--- config.mk ---
export PLATFORM = sky130hd
export DESIGN_NAME = ldmx_link_tx
export DESIGN_NICKNAME = d
export VERILOG_FILES = /design/src/rtl/ldmx_link_tx.sv
export SDC_FILE = /design/constraint.sdc
export NUM_CORES = 1
export LEC_CHECK = 0
export CAP_MARGIN = 25
export CORE_AREA = 2 2 183 185
export DETAILED_ROUTE_END_ITERATION = 12
export DIE_AREA = 0 0 185 187
export PLACE_DENSITY = 0.4
export SETUP_SLACK_MARGIN = 0.1
export SYNTH_ARGS = -nofsm -noshare
export SYNTH_HDL_FRONTEND = slang
export SYNTH_SLANG_ARGS = --single-unit
export TNS_END_PERCENT = 20
--- constraint.sdc ---
create_clock -name clk_link -period 4.3 [get_ports clk_link]
set_clock_uncertainty 0.2 [all_clocks]
set_input_delay 1.29 -clock clk_link [delete_from_list [all_inputs] [get_ports clk_link]]
set_output_delay 1.29 -clock clk_link [all_outputs]
set_load 0.005 [all_outputs]
--- src/rtl/ldmx_link_tx.sv ---
// ldmx_link_tx: transmit end of the front-end DAQ link.
// Frames variable-length events from a valid/ready word stream onto a 32-bit
// K-character link: idles, SOE, header, payload, trailer, checksum, EOE.
module ldmx_link_tx #(
  parameter int MAX_WORDS = 2048,
  parameter int IDLE_GAP  = 4
) (
  input  logic        clk_link,
  input  logic        reset,
  input  logic [7:0]  fpga_id,
  input  logic [31:0] evt_data,
  input  logic        evt_valid,
  input  logic        evt_last,
  output logic        evt_ready,
  output logic [31:0] link_data,
  output logic [3:0]  link_is_k,
  output logic        link_valid,
  output logic        busy,
  output logic [31:0] evt_count,
  output logic [15:0] trunc_count
);

  typedef enum logic [2:0] {
    S_IDLE,
    S_SOE,
    S_HDR,
    S_PAYLOAD,
    S_TRL,
    S_CSUM,
    S_EOE,
    S_GAP
  } state_t;

  localparam logic [31:0] K_IDLE   = 32'h000000BC;
  localparam logic [31:0] K_SOE    = 32'h000000FB;
  localparam logic [31:0] K_EOE    = 32'h000000FD;
  localparam logic [3:0]  K_FLAG   = 4'b0001;
  localparam logic [15:0] MAX_W    = 16'(MAX_WORDS);
  localparam logic [7:0]  GAP_LAST = 8'(IDLE_GAP - 1);

  state_t      state, state_d;
  logic [15:0] nwords, nwords_d;
  logic [31:0] csum, csum_d;
  logic        trunc, trunc_d;
  logic [7:0]  gap_cnt, gap_cnt_d;
  logic [7:0]  id_q, id_d;
  logic [15:0] evt_seq, evt_seq_d;
  logic [31:0] evt_count_d;
  logic [15:0] trunc_count_d;
  logic [31:0] link_data_d;
  logic [3:0]  link_is_k_d;
  logic        accept;

  // Ready and busy depend only on the registered state, never on evt_valid.
  assign evt_ready = (state == S_PAYLOAD);
  assign busy      = (state != S_IDLE);
  assign accept    = evt_valid && evt_ready;

  // State register.
  always_ff @(posedge clk_link) begin
    if (reset) state <= S_IDLE;
    else       state <= state_d;
  end

  // Next state, next link word and next datapath values for the current state.
  always_comb begin
    state_d       = state;
    link_data_d   = K_IDLE;
    link_is_k_d   = K_FLAG;
    nwords_d      = nwords;
    csum_d        = csum;
    trunc_d       = trunc;
    gap_cnt_d     = gap_cnt;
    id_d          = id_q;
    evt_seq_d     = evt_seq;
    evt_count_d   = evt_count;
    trunc_count_d = trunc_count;
    case (state)
      S_IDLE: begin
        if (evt_valid) state_d = S_SOE;
      end
      S_SOE: begin
        link_data_d = K_SOE;
        id_d        = fpga_id;
        nwords_d    = 16'd0;
        csum_d      = 32'd0;
        trunc_d     = 1'b0;
        state_d     = S_HDR;
      end
      S_HDR: begin
        link_data_d = {8'hA5, id_q, evt_seq};
        link_is_k_d = 4'b0000;
        state_d     = S_PAYLOAD;
      end
      S_PAYLOAD: begin
        if (accept) begin
          if (nwords < MAX_W) begin
            link_data_d = evt_data;
            link_is_k_d = 4'b0000;
            nwords_d    = nwords + 16'd1;
            csum_d      = csum + evt_data;
          end else begin
            trunc_d = 1'b1;
          end
          if (evt_last) state_d = S_TRL;
        end
      end
      S_TRL: begin
        link_data_d = {trunc, 15'h0, nwords};
        link_is_k_d = 4'b0000;
        state_d     = S_CSUM;
      end
      S_CSUM: begin
        link_data_d = csum;
        link_is_k_d = 4'b0000;
        state_d     = S_EOE;
      end
      S_EOE: begin
        link_data_d = K_EOE;
        evt_count_d = evt_count + 32'd1;
        evt_seq_d   = evt_seq + 16'd1;
        if (trunc && (trunc_count != 16'hFFFF)) trunc_count_d = trunc_count + 16'd1;
        gap_cnt_d   = 8'd0;
        state_d     = S_GAP;
      end
      S_GAP: begin
        if (gap_cnt == GAP_LAST) state_d = S_IDLE;
        else                     gap_cnt_d = gap_cnt + 8'd1;
      end
      default: state_d = S_IDLE;
    endcase
  end

  // Registered link outputs, counters and per-event datapath.
  always_ff @(posedge clk_link) begin
    if (reset) begin
      link_data   <= 32'd0;
      link_is_k   <= 4'd0;
      link_valid  <= 1'b0;
      nwords      <= 16'd0;
      csum        <= 32'd0;
      trunc       <= 1'b0;
      gap_cnt     <= 8'd0;
      id_q        <= 8'd0;
      evt_seq     <= 16'd0;
      evt_count   <= 32'd0;
      trunc_count <= 16'd0;
    end else begin
      link_data   <= link_data_d;
      link_is_k   <= link_is_k_d;
      link_valid  <= 1'b1;
      nwords      <= nwords_d;
      csum        <= csum_d;
      trunc       <= trunc_d;
      gap_cnt     <= gap_cnt_d;
      id_q        <= id_d;
      evt_seq     <= evt_seq_d;
      evt_count   <= evt_count_d;
      trunc_count <= trunc_count_d;
    end
  end

endmodule
==> out/metrics.yaml <==
routing:
  drc: 0
  drtAntennaViolNets: 0
  first_pass_iters: 5
  viasPerCell: 4.728
  vias: 7598
  wl_per_cell_um: 16.45
  dr.first_iter.drc_count: 441
  drt-total-wl_mm: 26.44
critical_path:
  r2r-start: "csum[0]$_SDFFE_PP0P_"
  path_cells: "clkdlybuf4s50_1, ha_1, inv_1, fa_1, nor2b_1, o2111ai_1, a211oi_2, buf_4, o21ai_1, a31oi_2, nand4_1, a41oi_1, xnor2_1, o21ai_1"
  critPathSlowestCell: "clkdlybuf4s50_1"
  crit_required_ns: 4.43
  critPathBufInv: 3
  crit_fanout: 3
  critPathTopFamily: "compound AO/OA/AOI/OAI gates"
  path_depth: 14
  endpoint_kind: "flop"
  worst_setup_path_start_kind: "input port"
  r2r_cells: 13
  critical_path.max_stage_delay_ns: 0.49
  crit_top_cell: "o21ai_1"
  critPathKind: "input port to flop"
  startpoint: "evt_data[0]"
  arrival_ns: 4.09
clocking:
  cts_inserted_buffers: 17
  cts.repair.resized: 0
  htreeDepth: 4
  path_clk_slew_ns: 0.07
  clk_latency_ns: 0.44
  cts_root_buffer: "clkbuf_16"
  cts.sinks: 166
  clk_path_buf_depth: 2
  cts_hold_buf: 0
  tritoncts: "done"
  postCtsSetupRepairBufs: 0
logic_synthesis:
  yosysWarnings: 0
  dominantRegCellSynth: "dfxtp_1"
  synth_edf_count: 0
  synth_cell_type_count: 63
  ys_seq_area_frac: 0.3972
  ys_ff_latch: 166
  syn_avg_cell_area_um2: 8.341
  postSynthCellCount: 1003
  async_reset_ff_frac: 0
  synthesis.area_mm2: 0.008366
finish:
  layout-drive-gt1-share: 0.08463
  area_growth_pct: 31.15
  most-common-layout-cells: "166 x dfxtp_1, 143 x nor2_1, 126 x clkdlybuf4s50_1, 104 x nand2_1, 68 x a21oi_1"
  stdcell_count: 1607
  layout.nets: 1227
  fin_util: 0.3339
  layout_commonest_cell: "dfxtp_1"
floorplanning:
  die_h_um: 187
  die-area_mm2: 0.03460
  die_w_um: 185
  fp-row-count: 67
  io-pin-count: 131
  start_util: 0.2546
  coreArea_mm2: 0.03286
grt:
  grt_pass1_wl_mm: 41.91
  grt_usage: 0.1559
  antenna_found_initial: 1
  grt_max_degree: 85
  grt_pass1_vias: 7548
  grt-ovfl-total: 0
sta:
  rsz0062_at_grt: "false"
  hold_ws_ns: 0.2553
  period_share: 0.9209
  relSlewSlack: 0.3646
  worstMarginPinSlew_ns: 0.9532
  maxSlewViolCount: 0
  finalHoldViolCount: 0
  finalSetupViolCount: 0
  period_minus_slack_ns: 3.960
  max_freq_mhz: 252.5
placement:
  hpwl_mm: 19.05
  dp_cells: 1575
  port_buffers: 127
  gp_congestion: 0.8050
min_path:
  holdPathStages: 2
  hp-class: "flop to flop"
  hold_start: "id_q[3]$_SDFFE_PP0P_"
pwr:
  p_leak_uw: 0.004114
  power_uw: 4241
  p_per_area_mw_per_mm2: 386.5
  vdd_drop_max_uv: 268.2
job:
  cap_violations: 0
run_status:
  status: "completed"
## final timing paths
kind | endpoint | slack, ns
worst max-delay path | csum[28]$_SDFFE_PP0P_ | 0.34
worst max register to register | csum[28]$_SDFFE_PP0P_ | 1.29
worst min-delay path | id_q[3]$_SDFFE_PP0P_ | 0.26
worst min register to register | id_q[3]$_SDFFE_PP0P_ | 0.26
## area by class of cell
cell class	count	area [um2]
Antenna cell	1	2.502
Clock buffer	18	439.2
Clock inverter	13	171.4
Fill cell	3559	21890
Inverter	14	52.55
Multi-Input combinational cell	774	4796
Sequential cell	166	3323
Tap cell	448	560.5
Timing Repair Buffer	173	1627
## sequential cells by signal, indices dropped and copies added (netlist names)
signal       flops
csum            32
evt_count       32
link_data       32
evt_seq         16
nwords          16
trunc_count     16
gap_cnt          8
id_q             8
state            3
link_is_k        1
link_valid       1
trunc            1
## synthesized netlist by cell type, types with 6 or more instances
library cell  number  area share
inv_1             13      0.0058
a221oi_1           9      0.0094
nand4_1           25       0.019
dfxtp_1          166        0.40
a222oi_1          15       0.018
and3_1            20       0.015
a21o_1            19       0.017
a211oi_1           8      0.0072
nor2_1           144       0.065
a21oi_1           68       0.041
nand2_1          104       0.047
mux2_2            11       0.015
nand3_1           48       0.029
or3_1             16       0.012
nor2b_1            7      0.0052
clkbuf_1          42       0.019
xor2_1            61       0.064
nor3_1            15      0.0090
ha_1              36       0.054
mux2i_1            6      0.0072
o21ai_0           43       0.026
xnor2_1           32       0.034
a22oi_1            7      0.0063
## worst min-delay path: stages (launching register included)
cell	delay, ns
dfxtp_1	0.31
nand2_1	0.05
a21oi_1	0.05
## metal layers
layer / part of all wire / track usage / vias up
met1: 0.46 / 0.1990 / 3566
met2: 0.46 / 0.2527 / 151
met5: 0 / 0 / -
met4: 0.025 / 0.05830 / 0
li1: - / - / 3852
met3: 0.052 / 0.03894 / 29
## power by group
part | switching, uW | total (uW) | internal, uW
sequential | 47.2 | 1660 | 1610
combinational | 563 | 943 | 380
clock | 699 | 1640 | 938
total | 1310 | 4240 | 2930
## metrics by stage
| step | setup slack [ns] | TNS [ns] | area [um2] |
|---|---|---|---|
| after floorplan | 0.5867 | 0 | 8373 |
| after global placement | -0.09763 | -0.2415 | 10360 |
| after detailed placement | -0.1220 | -0.3732 | 10360 |
| after CTS | 0.3270 | 0 | 10970 |
| after global routing | 0.1173 | 0 | 10970 |
| final | 0.3399 | 0 | 10970 |
## cells by family after synthesis
family	Yosys count	share of synthesized area
AND/OR/NAND/NOR	411	0.2290
AO/OA/AOI/OAI	213	0.1665
flip-flops	166	0.3972
XOR/XNOR	93	0.09737
buffers and inverters	65	0.03126
adder cells (fa/ha/maj)	37	0.05624
multiplexers	17	0.02199
other	1	0.0004483
(Power assumes the default switching activity.)
